### src/rtl/adc_spi_cfg_sequencer.sv
// 3-wire SPI write sequencer for the ADC configuration port: one 16-bit
// {write=0, addr, data} frame per accepted request, SPI mode 0, registered outputs.
module adc_spi_cfg_sequencer #(
    parameter int CLK_DIV    = 2,
    parameter int GAP_CYCLES = 4
) (
    input  logic       clk,
    input  logic       rst,
    input  logic       cfg_valid,
    output logic       cfg_ready,
    input  logic [6:0] cfg_addr,
    input  logic [7:0] cfg_data,
    output logic       busy,
    output logic       done,
    output logic [7:0] wr_count,
    output logic       adc_csbn,
    output logic       adc_sclk,
    output logic       adc_sdio
);
    localparam int MAXD = (CLK_DIV > GAP_CYCLES) ? CLK_DIV : GAP_CYCLES;
    localparam int CW   = $clog2(MAXD + 1);
    localparam logic [CW-1:0] DIV_LD = CW'(CLK_DIV - 1);
    localparam logic [CW-1:0] GAP_LD = CW'(GAP_CYCLES - 1);

    typedef enum logic [2:0] {IDLE, SETUP, SHIFT, HOLD, GAP} state_t;

    state_t        state_q, state_d;
    logic [CW-1:0] cnt_q, cnt_d;
    logic [3:0]    bit_q, bit_d;
    logic          hi_q, hi_d;
    logic [15:0]   shreg_q, shreg_d;
    logic          csbn_q, csbn_d, sclk_q, sclk_d, sdio_q, sdio_d;
    logic          ready_q, ready_d, busy_q, busy_d, done_q, done_d;
    logic [7:0]    wr_count_q, wr_count_d;
    logic          frame_d;

    always_comb begin
        state_d = state_q;
        cnt_d   = cnt_q;
        bit_d   = bit_q;
        hi_d    = hi_q;
        shreg_d = shreg_q;
        case (state_q)
            IDLE: if (cfg_valid && ready_q) begin
                state_d = SETUP;
                cnt_d   = DIV_LD;
                shreg_d = {1'b0, cfg_addr, cfg_data};
            end
            SETUP: if (cnt_q == '0) begin
                state_d = SHIFT;
                cnt_d   = DIV_LD;
                bit_d   = 4'd15;
                hi_d    = 1'b1;
            end else begin
                cnt_d = cnt_q - 1'b1;
            end
            SHIFT: if (cnt_q != '0) begin
                cnt_d = cnt_q - 1'b1;
            end else if (hi_q) begin
                // sclk falls: present the next bit so it is settled before the next rise
                hi_d    = 1'b0;
                cnt_d   = DIV_LD;
                shreg_d = {shreg_q[14:0], 1'b0};
            end else if (bit_q == 4'd0) begin
                state_d = HOLD;
                cnt_d   = DIV_LD;
            end else begin
                bit_d = bit_q - 4'd1;
                hi_d  = 1'b1;
                cnt_d = DIV_LD;
            end
            HOLD: if (cnt_q == '0) begin
                state_d = GAP;
                cnt_d   = GAP_LD;
            end else begin
                cnt_d = cnt_q - 1'b1;
            end
            GAP: if (cnt_q == '0) begin
                state_d = IDLE;
            end else begin
                cnt_d = cnt_q - 1'b1;
            end
            default: state_d = IDLE;
        endcase

        // Outputs are decoded from the next state so the pins line up with the state cycles
        frame_d    = state_d inside {SETUP, SHIFT, HOLD};
        csbn_d     = !frame_d;
        sclk_d     = (state_d == SHIFT) && hi_d;
        sdio_d     = frame_d && shreg_d[15];
        ready_d    = (state_d == IDLE);
        busy_d     = !ready_d;
        done_d     = (state_d == GAP) && (cnt_d == '0);
        wr_count_d = wr_count_q + 8'(done_d);
    end

    always_ff @(posedge clk or posedge rst) begin
        if (rst) begin
            state_q    <= IDLE;
            cnt_q      <= '0;
            bit_q      <= 4'd0;
            hi_q       <= 1'b0;
            shreg_q    <= 16'd0;
            csbn_q     <= 1'b1;
            sclk_q     <= 1'b0;
            sdio_q     <= 1'b0;
            ready_q    <= 1'b0;
            busy_q     <= 1'b0;
            done_q     <= 1'b0;
            wr_count_q <= 8'd0;
        end else begin
            state_q    <= state_d;
            cnt_q      <= cnt_d;
            bit_q      <= bit_d;
            hi_q       <= hi_d;
            shreg_q    <= shreg_d;
            csbn_q     <= csbn_d;
            sclk_q     <= sclk_d;
            sdio_q     <= sdio_d;
            ready_q    <= ready_d;
            busy_q     <= busy_d;
            done_q     <= done_d;
            wr_count_q <= wr_count_d;
        end
    end

    assign cfg_ready = ready_q;
    assign busy      = busy_q;
    assign done      = done_q;
    assign wr_count  = wr_count_q;
    assign adc_csbn  = csbn_q;
    assign adc_sclk  = sclk_q;
    assign adc_sdio  = sdio_q;
endmodule

### config.mk
export PLATFORM = sky130hd
export DESIGN_NAME = adc_spi_cfg_sequencer
export DESIGN_NICKNAME = d
export VERILOG_FILES = /design/src/rtl/adc_spi_cfg_sequencer.sv
export SDC_FILE = /design/constraint.sdc
export NUM_CORES = 1
export LEC_CHECK = 0
export BUFFER_PORTS_ARGS = -buffer_cell sky130_fd_sc_hd__buf_2
export CAP_MARGIN = 15
export CORE_MARGIN = 2
export CORE_UTILIZATION = 48
export CTS_CLUSTER_SIZE = 20
export DETAILED_ROUTE_END_ITERATION = 10
export HOLD_SLACK_MARGIN = 0.03
export PLACE_DENSITY = 0.79
export SYNTH_ARGS = -nofsm -noshare
export SYNTH_HDL_FRONTEND = slang
export SYNTH_SLANG_ARGS = --single-unit
### constraint.sdc
create_clock -name clk -period 3.1 [get_ports clk]
set_input_delay 0.465 -clock clk [delete_from_list [all_inputs] [get_ports clk]]
set_output_delay 0.465 -clock clk [all_outputs]
set_load 0.1 [all_outputs]
* Word level (Yosys, flattened, before mapping)
Index checks and enable logic that the tools add are counted.
** Cells by class
- Add/subtract/negate cells :: 3
- $mul :: 0
- Div/mod/pow operators :: 0
- $lt $le $gt $ge :: 0
- Eq/ne operators :: 14
- Shifts and indexed selects :: 0
- Multiplexer cells :: 28
- Bitwise gates (word level) :: 0
- Reductions and logical operators :: 17
** Operators with widths (count)
- 16-bit 2-to-1 mux :: 3
- 3-bit 2-to-1 mux :: 12
- 16-bit one-hot mux with 2 select lines :: 1
- 3-bit one-hot mux with 5 select lines :: 2
- 4-bit 2-to-1 mux :: 4
- 3-bit by 2-bit == test with 1-bit output, second input constant :: 4
- 3-bit zero test :: 4
- 2-bit inequality test, second input constant :: 6
- 8-bit by 1-bit adder with 8-bit output :: 1
- 4-bit one-hot mux with 2 select lines :: 1
- 3-bit by 1-bit == test with 1-bit output, second input constant :: 2
- 3-bit == test, second input constant :: 2
- 3-bit nonzero test :: 2
- 5-bit AND reduction :: 1
- 1-bit logical AND :: 4
- 4-bit zero test :: 1
- 1-bit 2-to-1 mux :: 4
- 4-bit AND reduction :: 1
- 2-bit nonzero test :: 2
- 4-bit by 1-bit subtractor with 4-bit output, second input constant :: 1
- 3-bit by 1-bit subtractor with 3-bit output, second input constant :: 1
- 1-bit zero test :: 2
- 1-bit one-hot mux with 2 select lines :: 1
** Storage, ports and cells
- Register bits :: 41
- Bits in latches :: 0
- Bits in writable memories :: 0
- Memory bits (read-only) :: 0
- Input bits :: 18
- Output and inout bits :: 14
- Logic and storage cells :: 75
- Memories kept :: 0

* Logic depth before layout (Yosys ltp)
Gate-level depths: netlist of run 1.
- Depth after elaboration :: 8
- Depth in mapped cells :: 14
- Mapped depth without buffers :: 13

* Worst setup path after synthesis of run 1
Ideal clock, no wire load.
- Kind :: reg-to-reg
- From :: reg cnt_q[0]
- To :: reg wr_count_q[6], in the netlist wr_count[6]
- Library setup time :: 0.158 ns
- Data arrival time :: 2.686 ns
- Required time :: 2.942 ns
- Slack :: 0.256 ns
- Cell stages (with the launch flop) :: 15
- Path buffers :: 1
- Period minus slack after synthesis :: 2.844 ns
- Cells stage by stage :: dfrtp_1 -> inv_1 -> ha_1 -> nor2b_1 -> buf_2 -> inv_1 -> ha_1 -> mux2i_1 -> o221ai_1 -> a2111oi_2 -> ha_1 -> ha_1 -> and3_1 -> nand3_1 -> xnor2_1
** Between the ends
- Cells in the longest elaborated chain, start to end :: 6
- Elaborated cells between the ends (all ways) :: 18
- Those cells by class :: 2 x add/sub; 1 x eq/ne; 11 x mux; 4 x reduce/logical
** Ends and longest elaborated chain
- from (decl) :: RTL line 28 : logic [CW-1:0] cnt_q, cnt_d;
- from (signal assigned) :: RTL line 113 : cnt_q <= cnt_d;
- 3-bit by 1-bit subtractor with 3-bit output, or another cell as far along
- 3-bit 2-to-1 mux (on tied branches)
- 3-bit one-hot mux with 5 select lines :: RTL line 43 : case (state_q)
- 3-bit zero test or 3-bit == test (tied branches) :: RTL line 93 : done_d = (state_d == GAP) && (cnt_d == '0);
- 1-bit logical AND * :: RTL line 93
- via done_d :: RTL line 33 : logic ready_q, ready_d, busy_q, busy_d, done_q, done_d;
- 8-bit by 1-bit adder with 8-bit output * :: RTL line 94 : wr_count_d = wr_count_q + 8'(done_d);
- via wr_count_d[6] :: RTL line 34 : logic [7:0] wr_count_q, wr_count_d;
- to (signal assigned) :: RTL line 123 : wr_count_q <= wr_count_d;
- to (decl) :: RTL line 34
Mark *: on every way through the listed nets, which the timed path passes. The rest lies on a longest branch.
A chain may end at the register's enable or synchronous reset.

* Worst setup path after layout of run 1
Same ends and word-level chain as after synthesis.

==> results of run 1 <==
[per-stage QoR]
step / instances / power (mW) / setup TNS (ns)
after floorplan: 191 / 1.73 / 0
after global routing: 278 / 2.59 / -0.00442
after CTS: 276 / 2.39 / 0
after detailed placement: 268 / 1.95 / 0
final: 278 / 2.41 / 0
after global placement: 268 / 1.92 / 0
[final timing paths]
kind | startpoint | to | depth (start not counted)
worst max register to register | cnt_q[0]$_DFF_PP0_ | wr_count[6]$_DFF_PP0_ | 13
max in group asynchronous | rst | adc_csbn$_DFF_PP1_ | 3
min in group clk | cfg_data[0] | shreg_q[0]$_DFFE_PP0P_ | 2
worst max-delay path | cnt_q[0]$_DFF_PP0_ | wr_count[6]$_DFF_PP0_ | 13
worst min register to register | wr_count[7]$_DFF_PP0_ | wr_count[7]$_DFF_PP0_ | 1
worst min-delay path | rst | shreg_q[7]$_DFFE_PP0P_ | 2
[worst max-delay path: cells and delay by family (launching register included)]
family | cells | cell delay, ns
buffers and inverters | 2 | 0.18
DFF | 1 | 0.41
AOI/OAI and AO/OA | 2 | 0.49
adders and majority gates | 4 | 0.90
muxes | 1 | 0.19
xor gates and xnor gates | 1 | 0.13
and+or+nand+nor | 3 | 0.47
[layer usage]
metal | wire length, um | global-route usage (%)
met5 | 0 | 0
met3 | 133 | 4.11
met1 | 1720 | 23.6
met4 | 51 | 7.50
met2 | 2040 | 31.7
[area by class of cell]
type	instances	area, sq um
sequential	41	1030
clock inverter	1	30.0
timing repair buffer	39	215
inverter	10	37.5
tap	50	62.6
fill	328	1650
multi-input combinational	130	887
clock buffer	7	86.3
[power by group through the flow]
stage | Clock (mW) | Sequential (mW) | Combinational, mW
2_1_floorplan | 0 | 1.09 | 0.634
3_3_place_gp | 0 | 0.861 | 1.06
3_5_place_dp | 0 | 0.864 | 1.08
4_1_cts | 0.445 | 0.858 | 1.09
5_1_grt | 0.471 | 0.887 | 1.23
6_report | 0.437 | 0.863 | 1.11
[cell usage in the layout, fill, tap and decap left out, types with 3 or more instances in the layout]
cell      synthesis  routed
nor2_1            7       7
ha_1              6       5
dfrtp_1          40      40
clkbuf_8          0       6
xor2_1            3       3
xnor2_1           4       4
buf_2             5      31
nand3_1           4       4
a21oi_1           4       4
inv_1            10       9
nand2_1          34      34
nor2b_1           4       3
a22oi_1          16      16
buf_4             1       8
mux2i_1           3       3
[logic make-up after synthesis]
logic type,count (synthesis)
DFF,41
muxes,3
AOI/OAI and AO/OA,40
buffers and inverters,20
adders and majority gates,7
xor gates and xnor gates,7
and+or+nand+nor,73
[sequential cells by signal (all words and copies together) (netlist names)]
| signal | flops |
|---|---|
| hi_q | 1 |
| cfg_ready | 1 |
| shreg_q | 16 |
| done | 1 |
| state_q | 3 |
| adc_csbn | 1 |
| cnt_q | 3 |
| bit_q | 4 |
| adc_sdio | 1 |
| busy | 1 |
| wr_count | 8 |
| adc_sclk | 1 |
[timing repair]
item | in CTS | in global routing
resized for setup | 0 | 4
setup buffers | 0 | 2
setup endpoints to repair | 0 | 1
endpoints found under the hold margin | 0 | 0
==> impl_metrics.toml, run 1 <==
[floorplan]
placement_rows = 23
die_h_um = 68.4
start_util_pct = 49.7
die_area_sq_um = 4680
boundaryPins = 32
dieWidth_um = 68.4
core_footprint_sq_um = 4000

[clock_network]
clockBufferDepth = 2
clock_tree.root_cell = "clkbuf_8"
cts-buffers-inserted = 5
cts_num_sinks = 41
h_tree_level_count = 2
clkSlewWorstSetupHoldPaths_ns = 0.08
cts_hold_buf = 0
clk_latency_ns = 0.29
cts_tree = "built"

[sta]
worst_clock_skew_ns = 0.00566
hold-worst-slack_ns = 0.332
fmaxAchievable_mhz = 348
finalHoldViolCount = 0
worst-slew-pin-transition_ns = 0.838
final.period_utilization_pct = 92.7
final_worst_setup_slack_ns = 0.225
maxSlewHeadroom_pct = 44.0
setup_viol_count_final = 0
final_max_slew_viol_count = 0
post_route_minimum_period_ns = 2.87

[logic_synthesis]
synth-edff-count = 0
synth.cell_area_sq_um = 1990
async_reset_ff_share_pct = 100
post-synth-top-count-cell = "dfrtp_1"
multiplexer_area_fraction_after_synthesis_pct = 1.51
netlist_instances = 191
synthesis.area_per_instance_sq_um = 10.4
largest_family_of_logic_cells_by_synthesized_area = "simple AND/OR/NAND/NOR gates"
yosys_register_bits = 41
post_synth_xor_area_fraction_pct = 3.08
synth_fp_nets = 215
synth_seq_area_share_pct = 51.6
yosys_warn_count = 0
synth_top_area_share_pct = 50.3
synth_top_cell_by_area = "dfrtp_1"
synthTopCellsByArea = "dfrtp_1, nand2_1, a22oi_1"
number_of_unique_standard_cell_types_used_by_synthesis = 52
synth-simple-area-share_pct = 19.4
synthTopCellsByCount = "dfrtp_1, nand2_1, a22oi_1, inv_1, nor2_1"
yosys_most_used_dff = "dfrtp_1"
synth_compound_gate_area_share_pct = 15.7
synth_adder_area_share_pct = 4.34

[pwr]
leakagePower_nw = 1.19
comb_power_share_pct = 46.1
sequential_share_of_power_pct = 35.8
power_per_cell_area_nw_per_um2 = 1030
p_int_mw = 1.35
switching_share_pct = 43.9
total_switching_power_mw = 1.06
power_frac_clock_pct = 18.1
vdd_ir_drop_max_mv = 0.539

[worst_setup_path]
cpPeakStageDelay_ns = 0.41
cp.arrival_ns = 3.05
crit_top_cell = "ha_1"
regToRegSetupSlack_ns = 0.23
crit_chain = "inv_1, ha_1, nor2b_2, inv_2, ha_1, mux2i_1, o221ai_1, a2111oi_2, ha_2, ha_1, and3_4, nand3_1, xnor2_1"
largest_fanout_on_the_critical_path = 6
timing.critical_path.slowest_stage_cell = "dfrtp_1"
worstSetupEndpointType = "flip-flop"
worstPathRequired_ns = 3.28
worstSetupStartpointType = "flip-flop"
crit_type = "reg -> reg"

[global_routing]
antenna_found_initial = 0
track_usage_pct = 18.9
maximum_number_of_pins_on_one_net_before_global_route_repair = 24
grt_pass1_wl_mm = 6.49
final_global_route_overflow_total = 0
number_of_global_route_vias_before_repair = 1459

[routing]
num_vias = 1544
via_per_inst = 5.55
wl_per_cell_um = 14.2
totalWireLength_mm = 3.95
detail-route-antenna-nets = 0
remaining_drc_errors = 0
detail_route.first_pass.iterations = 4
drt_iter0_drc = 88

[finish]
layout-drive-gt1-share_pct = 25.4
nNetsFinal = 251
area.growth.synth_to_final_pct = 17.9
final_cell_area_sq_um = 2350
postLayoutCoreUtil_pct = 58.6
num_antenna_cells = 0

[placed_design]
gp_congestion = 0.840
postPlaceCellArea_sq_um = 2200
port_buffers = 31
dp.final_hpwl_mm = 2.75
pre_cts_ws_ns = 0.237

[min_path]
timing.hold.worst.class = "in -> async"

[outcome]
status = "finished, final reports clean"

[job]
max_cap_violations = 0
Power figures use the tool's default switching activity.
==> run 2, diff against run 1 <==
--- a/config.mk
+++ b/config.mk
@@ -7,12 +7,14 @@
 export LEC_CHECK = 0
 export BUFFER_PORTS_ARGS = -buffer_cell sky130_fd_sc_hd__buf_2
 export CAP_MARGIN = 15
+export CELL_PAD_IN_SITES_DETAIL_PLACEMENT = 0
+export CELL_PAD_IN_SITES_GLOBAL_PLACEMENT = 1
 export CORE_MARGIN = 2
-export CORE_UTILIZATION = 48
+export CORE_UTILIZATION = 43
 export CTS_CLUSTER_SIZE = 20
 export DETAILED_ROUTE_END_ITERATION = 10
 export HOLD_SLACK_MARGIN = 0.03
-export PLACE_DENSITY = 0.79
+export PLACE_DENSITY = 0.88
 export SYNTH_ARGS = -nofsm -noshare
 export SYNTH_HDL_FRONTEND = slang
 export SYNTH_SLANG_ARGS = --single-unit
==> constraint.sdc (replaced) <==
create_clock -name clk -period 2.8 [get_ports clk]
set_input_delay 0.42 -clock clk [delete_from_list [all_inputs] [get_ports clk]]
set_output_delay 0.42 -clock clk [all_outputs]
set_load 0.1 [all_outputs]
==> impl_metrics.toml, run 2 (synthesis gave the netlist of run 1 again) <==
[outcome]
status = "finished, final reports clean"

[floorplan]
core_footprint_sq_um = 4410
placement_rows = 24
boundaryPins = 32
dieWidth_um = 72.0
die_area_sq_um = 5190
start_util_pct = 45.1
die_h_um = 72.0

[worst_setup_path]
regToRegSetupSlack_ns = 0.09
worstPathRequired_ns = 2.98
timing.critical_path.slowest_stage_cell = "dfrtp_1"
crit_top_cell = "ha_4"
largest_fanout_on_the_critical_path = 3
rr_startpoint = "cnt_q[0]$_DFF_PP0_"
critical_path_startpoint = "cnt_q[0]$_DFF_PP0_"
critPathCapture = "wr_count[6]$_DFF_PP0_"
crit_type = "reg -> reg"
worstSetupStartpointType = "flip-flop"
cp.arrival_ns = 2.89
r2r.worst_path.cells = 13
crit_chain = "inv_2, ha_4, nor2b_4, inv_4, ha_4, mux2i_1, o221ai_1, a2111oi_2, ha_2, ha_4, and3_4, nand3_4, xnor2_2"
critical_path.reg2reg.endpoint = "wr_count[6]$_DFF_PP0_"
worstSetupEndpointType = "flip-flop"
cpPeakStageDelay_ns = 0.41

[sta]
worst_clock_skew_ns = 0.00530
tns_ns = 0
final.period_utilization_pct = 96.9
worst-slew-pin-transition_ns = 0.577
maxSlewHeadroom_pct = 61.6
fmaxAchievable_mhz = 368
setup_viol_count_final = 0
hold-worst-slack_ns = 0.237
setup_repair_after_global_routing_missed_its_margin = "yes"
finalHoldViolCount = 0
post_route_minimum_period_ns = 2.71
final_max_slew_viol_count = 0
final_worst_setup_slack_ns = 0.0854

[finish]
final_cell_area_sq_um = 2410
largest_reg_flops = 16
regMostFlops = "shreg_q"
postLayoutCoreUtil_pct = 54.6
nNetsFinal = 255
area.growth.synth_to_final_pct = 21.1
layout-drive-gt1-share_pct = 29.7
count_of_fill_cells_added_during_filler_insertion = 404
final_cell_mix = "dfrtp_1, nand2_1, buf_2"
num_antenna_cells = 0
mostFrequentLayoutCell = "dfrtp_1"

[placed_design]
postPlaceCellArea_sq_um = 2260
gp_congestion = 0.776
port_buffers = 31
pre_cts_ws_ns = -0.0631
dp.final_hpwl_mm = 2.90

[global_routing]
antenna_found_initial = 0
track_usage_pct = 17.0
maximum_number_of_pins_on_one_net_before_global_route_repair = 42
number_of_global_route_vias_before_repair = 1459
grt_pass1_wl_mm = 6.78
final_global_route_overflow_total = 0

[routing]
detail_route.first_pass.iterations = 5
via_per_inst = 5.49
totalWireLength_mm = 4.06
drt_iter0_drc = 83
remaining_drc_errors = 0
num_vias = 1558
wl_per_cell_um = 14.3
detail-route-antenna-nets = 0

[clock_network]
clock_tree.root_cell = "clkbuf_8"
h_tree_level_count = 2
clkSlewWorstSetupHoldPaths_ns = 0.07
clockBufferDepth = 2
cts-buffers-inserted = 5
cts_num_sinks = 41
clk_latency_ns = 0.29
cts_tree = "built"

[pwr]
vdd_ir_drop_max_mv = 0.441
leakagePower_nw = 1.20
power_per_cell_area_nw_per_um2 = 1100

[min_path]
timing.hold.worst.class = "in -> async"

[job]
max_cap_violations = 0
## run 2: cell types whose count changed in the layout (fill, tap and decap cells not counted), sizes merged
| cell | change |
|---|---|
| clkbuf | -1 |
| buf | +4 |
| bufinv | -1 |
| clkinv | +2 |
## run 2: critical path, delay by kind of cell (launching register included)
kind / cells / cell delay (ns)
buf+inv: 2 / 0.15
flops: 1 / 0.41
fa+ha+maj: 4 / 0.77
mux: 1 / 0.17
xor+xnor: 1 / 0.14
compound gates: 2 / 0.52
simple gates: 3 / 0.44
## run 2: worst min-delay path by stage
stage,startpoint,end,slack [ns],cells past startpoint
floorplan,shreg_q[14]$_DFFE_PP0P_,shreg_q[14]$_DFFE_PP0P_,0.45,2
global placement,wr_count[7]$_DFF_PP0_,wr_count[7]$_DFF_PP0_,0.46,1
detailed placement,shreg_q[13]$_DFFE_PP0P_,shreg_q[13]$_DFFE_PP0P_,0.46,2
CTS,rst,cnt_q[1]$_DFF_PP0_,0.26,3
global route,rst,wr_count[5]$_DFF_PP0_,0.31,3
finish,rst,wr_count[5]$_DFF_PP0_,0.24,3
## run 2: area by class of cell
class | count | area, sq um | area share, %
clock inverters | 2 | 10.0 | 0.415
repair buffers | 43 | 245 | 10.2
well taps | 52 | 65.1 | 2.70
clock buffers | 6 | 72.6 | 3.01
inverters | 10 | 40.0 | 1.66
flip-flops and latches | 41 | 1030 | 42.6
multi-input cells | 130 | 950 | 39.4
## run 2: where the power goes
group	leakage (nW)	switching, mW	internal [mW]
Clock	0.0450	0.200	0.173
Combinational	0.647	0.879	0.465
Sequential	0.511	0.133	0.802
## run 2: what timing repair did
item	4_1_cts	5_1_grt
hold buffers	0	0
cloned	0	0
pin swaps	2	6
gates resized for setup	1	5
buffers inserted	0	4
setup endpoints to repair	1	3
## run 2: per-layer routing
| layer | GRT usage (%) | up-vias | part of all wire [%] |
|---|---|---|---|
| li1 | - | 756 | - |
| met4 | 7.76 | 0 | 1.7 |
| met1 | 22.6 | 761 | 48 |
| met3 | 4.03 | 5 | 3.9 |
| met2 | 26.5 | 36 | 47 |
| met5 | 0 | - | 0 |
## run 2: per-stage QoR
step,total power [mW],cells
3_3_place_gp,2.20,272
3_5_place_dp,2.23,272
2_1_floorplan,1.94,191
6_report,2.65,284
5_1_grt,2.83,284
4_1_cts,2.62,280
==> run 3, diff against run 2 <==
--- a/config.mk
+++ b/config.mk
@@ -5,16 +5,17 @@
 export SDC_FILE = /design/constraint.sdc
 export NUM_CORES = 1
 export LEC_CHECK = 0
+export ABC_AREA = 1
 export BUFFER_PORTS_ARGS = -buffer_cell sky130_fd_sc_hd__buf_2
 export CAP_MARGIN = 15
 export CELL_PAD_IN_SITES_DETAIL_PLACEMENT = 0
 export CELL_PAD_IN_SITES_GLOBAL_PLACEMENT = 1
 export CORE_MARGIN = 2
-export CORE_UTILIZATION = 43
+export CORE_UTILIZATION = 42
 export CTS_CLUSTER_SIZE = 20
 export DETAILED_ROUTE_END_ITERATION = 10
 export HOLD_SLACK_MARGIN = 0.03
-export PLACE_DENSITY = 0.88
+export PLACE_DENSITY = 0.89
 export SYNTH_ARGS = -nofsm -noshare
 export SYNTH_HDL_FRONTEND = slang
 export SYNTH_SLANG_ARGS = --single-unit
==> impl_metrics.toml, run 3 <==
[outcome]
status = "finished, final reports clean"

[routing]
via_per_inst = 4.87
totalWireLength_mm = 3.76
detail-route-antenna-nets = 0
wl_per_cell_um = 11.7
drt_iter0_drc = 92
detail_route.first_pass.iterations = 4
remaining_drc_errors = 0
num_vias = 1557

[placed_design]
dp.final_hpwl_mm = 2.65
place.detailed.instances = 311
gp_congestion = 0.774
postPlaceCellArea_sq_um = 2180
port_buffers = 31

[global_routing]
final_global_route_overflow_total = 0
grt_pass1_wl_mm = 6.24
number_of_global_route_vias_before_repair = 1464
maximum_number_of_pins_on_one_net_before_global_route_repair = 42
antenna_found_initial = 0
track_usage_pct = 15.3

[sta]
worst-slew-pin-transition_ns = 0.507
finalHoldViolCount = 0
worst_clock_skew_ns = 0.00484
hold-worst-slack_ns = 0.243
final_max_slew_viol_count = 0
post_route_minimum_period_ns = 2.51
tns_ns = 0
setup_viol_count_final = 0
maxSlewHeadroom_pct = 66.2
fmaxAchievable_mhz = 399
final.period_utilization_pct = 89.5

[logic_synthesis]
post-synth-top-count-cell = "nand2_1"
yosys_most_used_dff = "dfrtp_1"
synth_top_cell_by_area = "dfrtp_1"
synth.cell_area_sq_um = 1990
synth_top_area_share_pct = 50.3
yosys_warn_count = 0
synthesis.area_per_instance_sq_um = 8.68
synthTopCellsByCount = "nand2_1, dfrtp_1, nand3_1, inv_1, o21ai_0"
synth_fp_nets = 253
yosys_register_bits = 41
async_reset_ff_share_pct = 100
synthTopCellsByArea = "dfrtp_1, nand2_1, nand3_1"
synth-edff-count = 0
synth_seq_area_share_pct = 51.7
number_of_unique_standard_cell_types_used_by_synthesis = 24
netlist_instances = 229

[worst_setup_path]
worstSetupStartpointType = "flip-flop"
largest_delay_contributor_family_on_the_critical_path = "simple AND/OR/NAND/NOR gates"
crit_chain = "inv_1, ha_2, nand2_2, ha_1, nand2_1, nand2_1, nand2_1, nand2_1, a21oi_1, nand2_1, nor2_1, ha_1, nand3_1, nor3_2, buf_4, xor2_1"
worstPathBufferInverterCount = 2
cp.arrival_ns = 2.72
worstPathRequired_ns = 3.02
largest_fanout_on_the_critical_path = 5
crit_top_cell = "nand2_1"
worstSetupEndpointType = "flip-flop"
crit_type = "reg -> reg"
cpPeakStageDelay_ns = 0.41
timing.critical_path.slowest_stage_cell = "dfrtp_1"

[floorplan]
core_footprint_sq_um = 4630
dieWidth_um = 72.8
placement_rows = 25
die_area_sq_um = 5300
boundaryPins = 32
die_h_um = 72.8
start_util_pct = 42.9

[finish]
nNetsFinal = 289
area_of_the_multi_input_gates_sq_um = 840
layout-drive-gt1-share_pct = 21.4
final_cells = 320
seqCellArea_sq_um = 1030
final_cell_mix = "nand2_1, dfrtp_1, buf_2"
final_cell_area_sq_um = 2320
count_of_fill_cells_added_during_filler_insertion = 458
area.growth.synth_to_final_pct = 16.6
regMostFlops = "shreg_q"
num_antenna_cells = 0
mostFrequentLayoutCell = "nand2_1"
largest_reg_flops = 16

[pwr]
power_per_cell_area_nw_per_um2 = 479
leakagePower_nw = 1.22
vdd_ir_drop_max_mv = 0.358

[clock_network]
clockBufferDepth = 2
cts-buffers-inserted = 5
clkSlewWorstSetupHoldPaths_ns = 0.08
clock_tree.root_cell = "clkbuf_8"
cts_num_sinks = 41
clk_latency_ns = 0.29
cts_hold_buf = 0
cts_tree = "built"
h_tree_level_count = 2

[min_path]
timing.hold.worst.class = "in -> async"

[job]
max_cap_violations = 0
[run 3: stage by stage]
step / setup WS [ns] / utilization, % / total power, mW
final: 0.293 / 50.1 / 1.11
after global routing: -0.00640 / 50.1 / 1.15
after CTS: 0.129 / 49.7 / 1.13
after detailed placement: 0.150 / 47.2 / 0.628
after global placement: 0.272 / 47.2 / 0.628
after floorplan: 0.128 / - / 0.612
[run 3: final timing paths]
path | from | slack, ns | end | cells past startpoint
worst max-delay path | cnt_q[1]$_DFF_PP0_ | 0.29 | wr_count[5]$_DFF_PP0_ | 16
worst min-delay path | rst | 0.24 | bit_q[3]$_DFFE_PP0P_ | 3
worst max register to register | cnt_q[1]$_DFF_PP0_ | 0.29 | wr_count[5]$_DFF_PP0_ | 16
worst min register to register | shreg_q[12]$_DFFE_PP0P_ | 0.49 | shreg_q[12]$_DFFE_PP0P_ | 2
max in group asynchronous | rst | 2.20 | adc_csbn$_DFF_PP1_ | 3
min in group clk | cfg_addr[1] | 0.34 | shreg_q[9]$_DFFE_PP0P_ | 3
[run 3: area by class of cell]
class                      instances  area share (%)
multi-input combinational        158            36.2
tap                               54            2.91
inverter                          26            4.21
clock buffer                       7            3.72
timing repair buffer              33            7.34
clock inverter                     1            1.30
sequential                        41            44.3
[run 3: report_power, final]
part | switching, mW | internal, mW
combinational | 0.0142 | 0.00918
clock | 0.205 | 0.291
sequential | 0 | 0.592
[run 3: logic make-up (layout without fill, tap and decap cells)]
family	count (synthesis)	count (layout)	share of synthesized area, %
AND/OR/NAND/NOR	126	126	29.7
flip-flops	41	41	51.7
buffers and inverters	30	67	6.61
AO/OA/AOI/OAI	18	18	4.72
XOR/XNOR	8	8	3.52
adder cells (fa/ha/maj)	6	6	3.78
[run 3: per-layer routing]
| layer | global-route usage [%] | wire length (um) | up-vias |
|---|---|---|---|
| met5 | 0 | 0 | - |
| met4 | 5.56 | 59 | 0 |
| met3 | 4.14 | 127 | 7 |
| met2 | 27.2 | 1900 | 26 |
| met1 | 17.7 | 1670 | 728 |
| li1 | - | - | 796 |
[run 3: worst reg2reg max path, stage by stage (launching register included)]
cell	delay, ns
dfrtp_1	0.41
inv_1	0.10
ha_2	0.20
nand2_2	0.09
ha_1	0.28
nand2_1	0.06
nand2_1	0.05
nand2_1	0.06
nand2_1	0.06
a21oi_1	0.12
nand2_1	0.06
nor2_1	0.15
ha_1	0.19
nand3_1	0.13
nor3_2	0.20
buf_4	0.14
xor2_1	0.15
[run 3: repair_timing]
| action | 4_1_cts | 5_1_grt |
|---|---|---|
| endpoints found under the setup margin | 0 | 3 |
| buffers inserted | 0 | 1 |
| resized for setup | 0 | 4 |
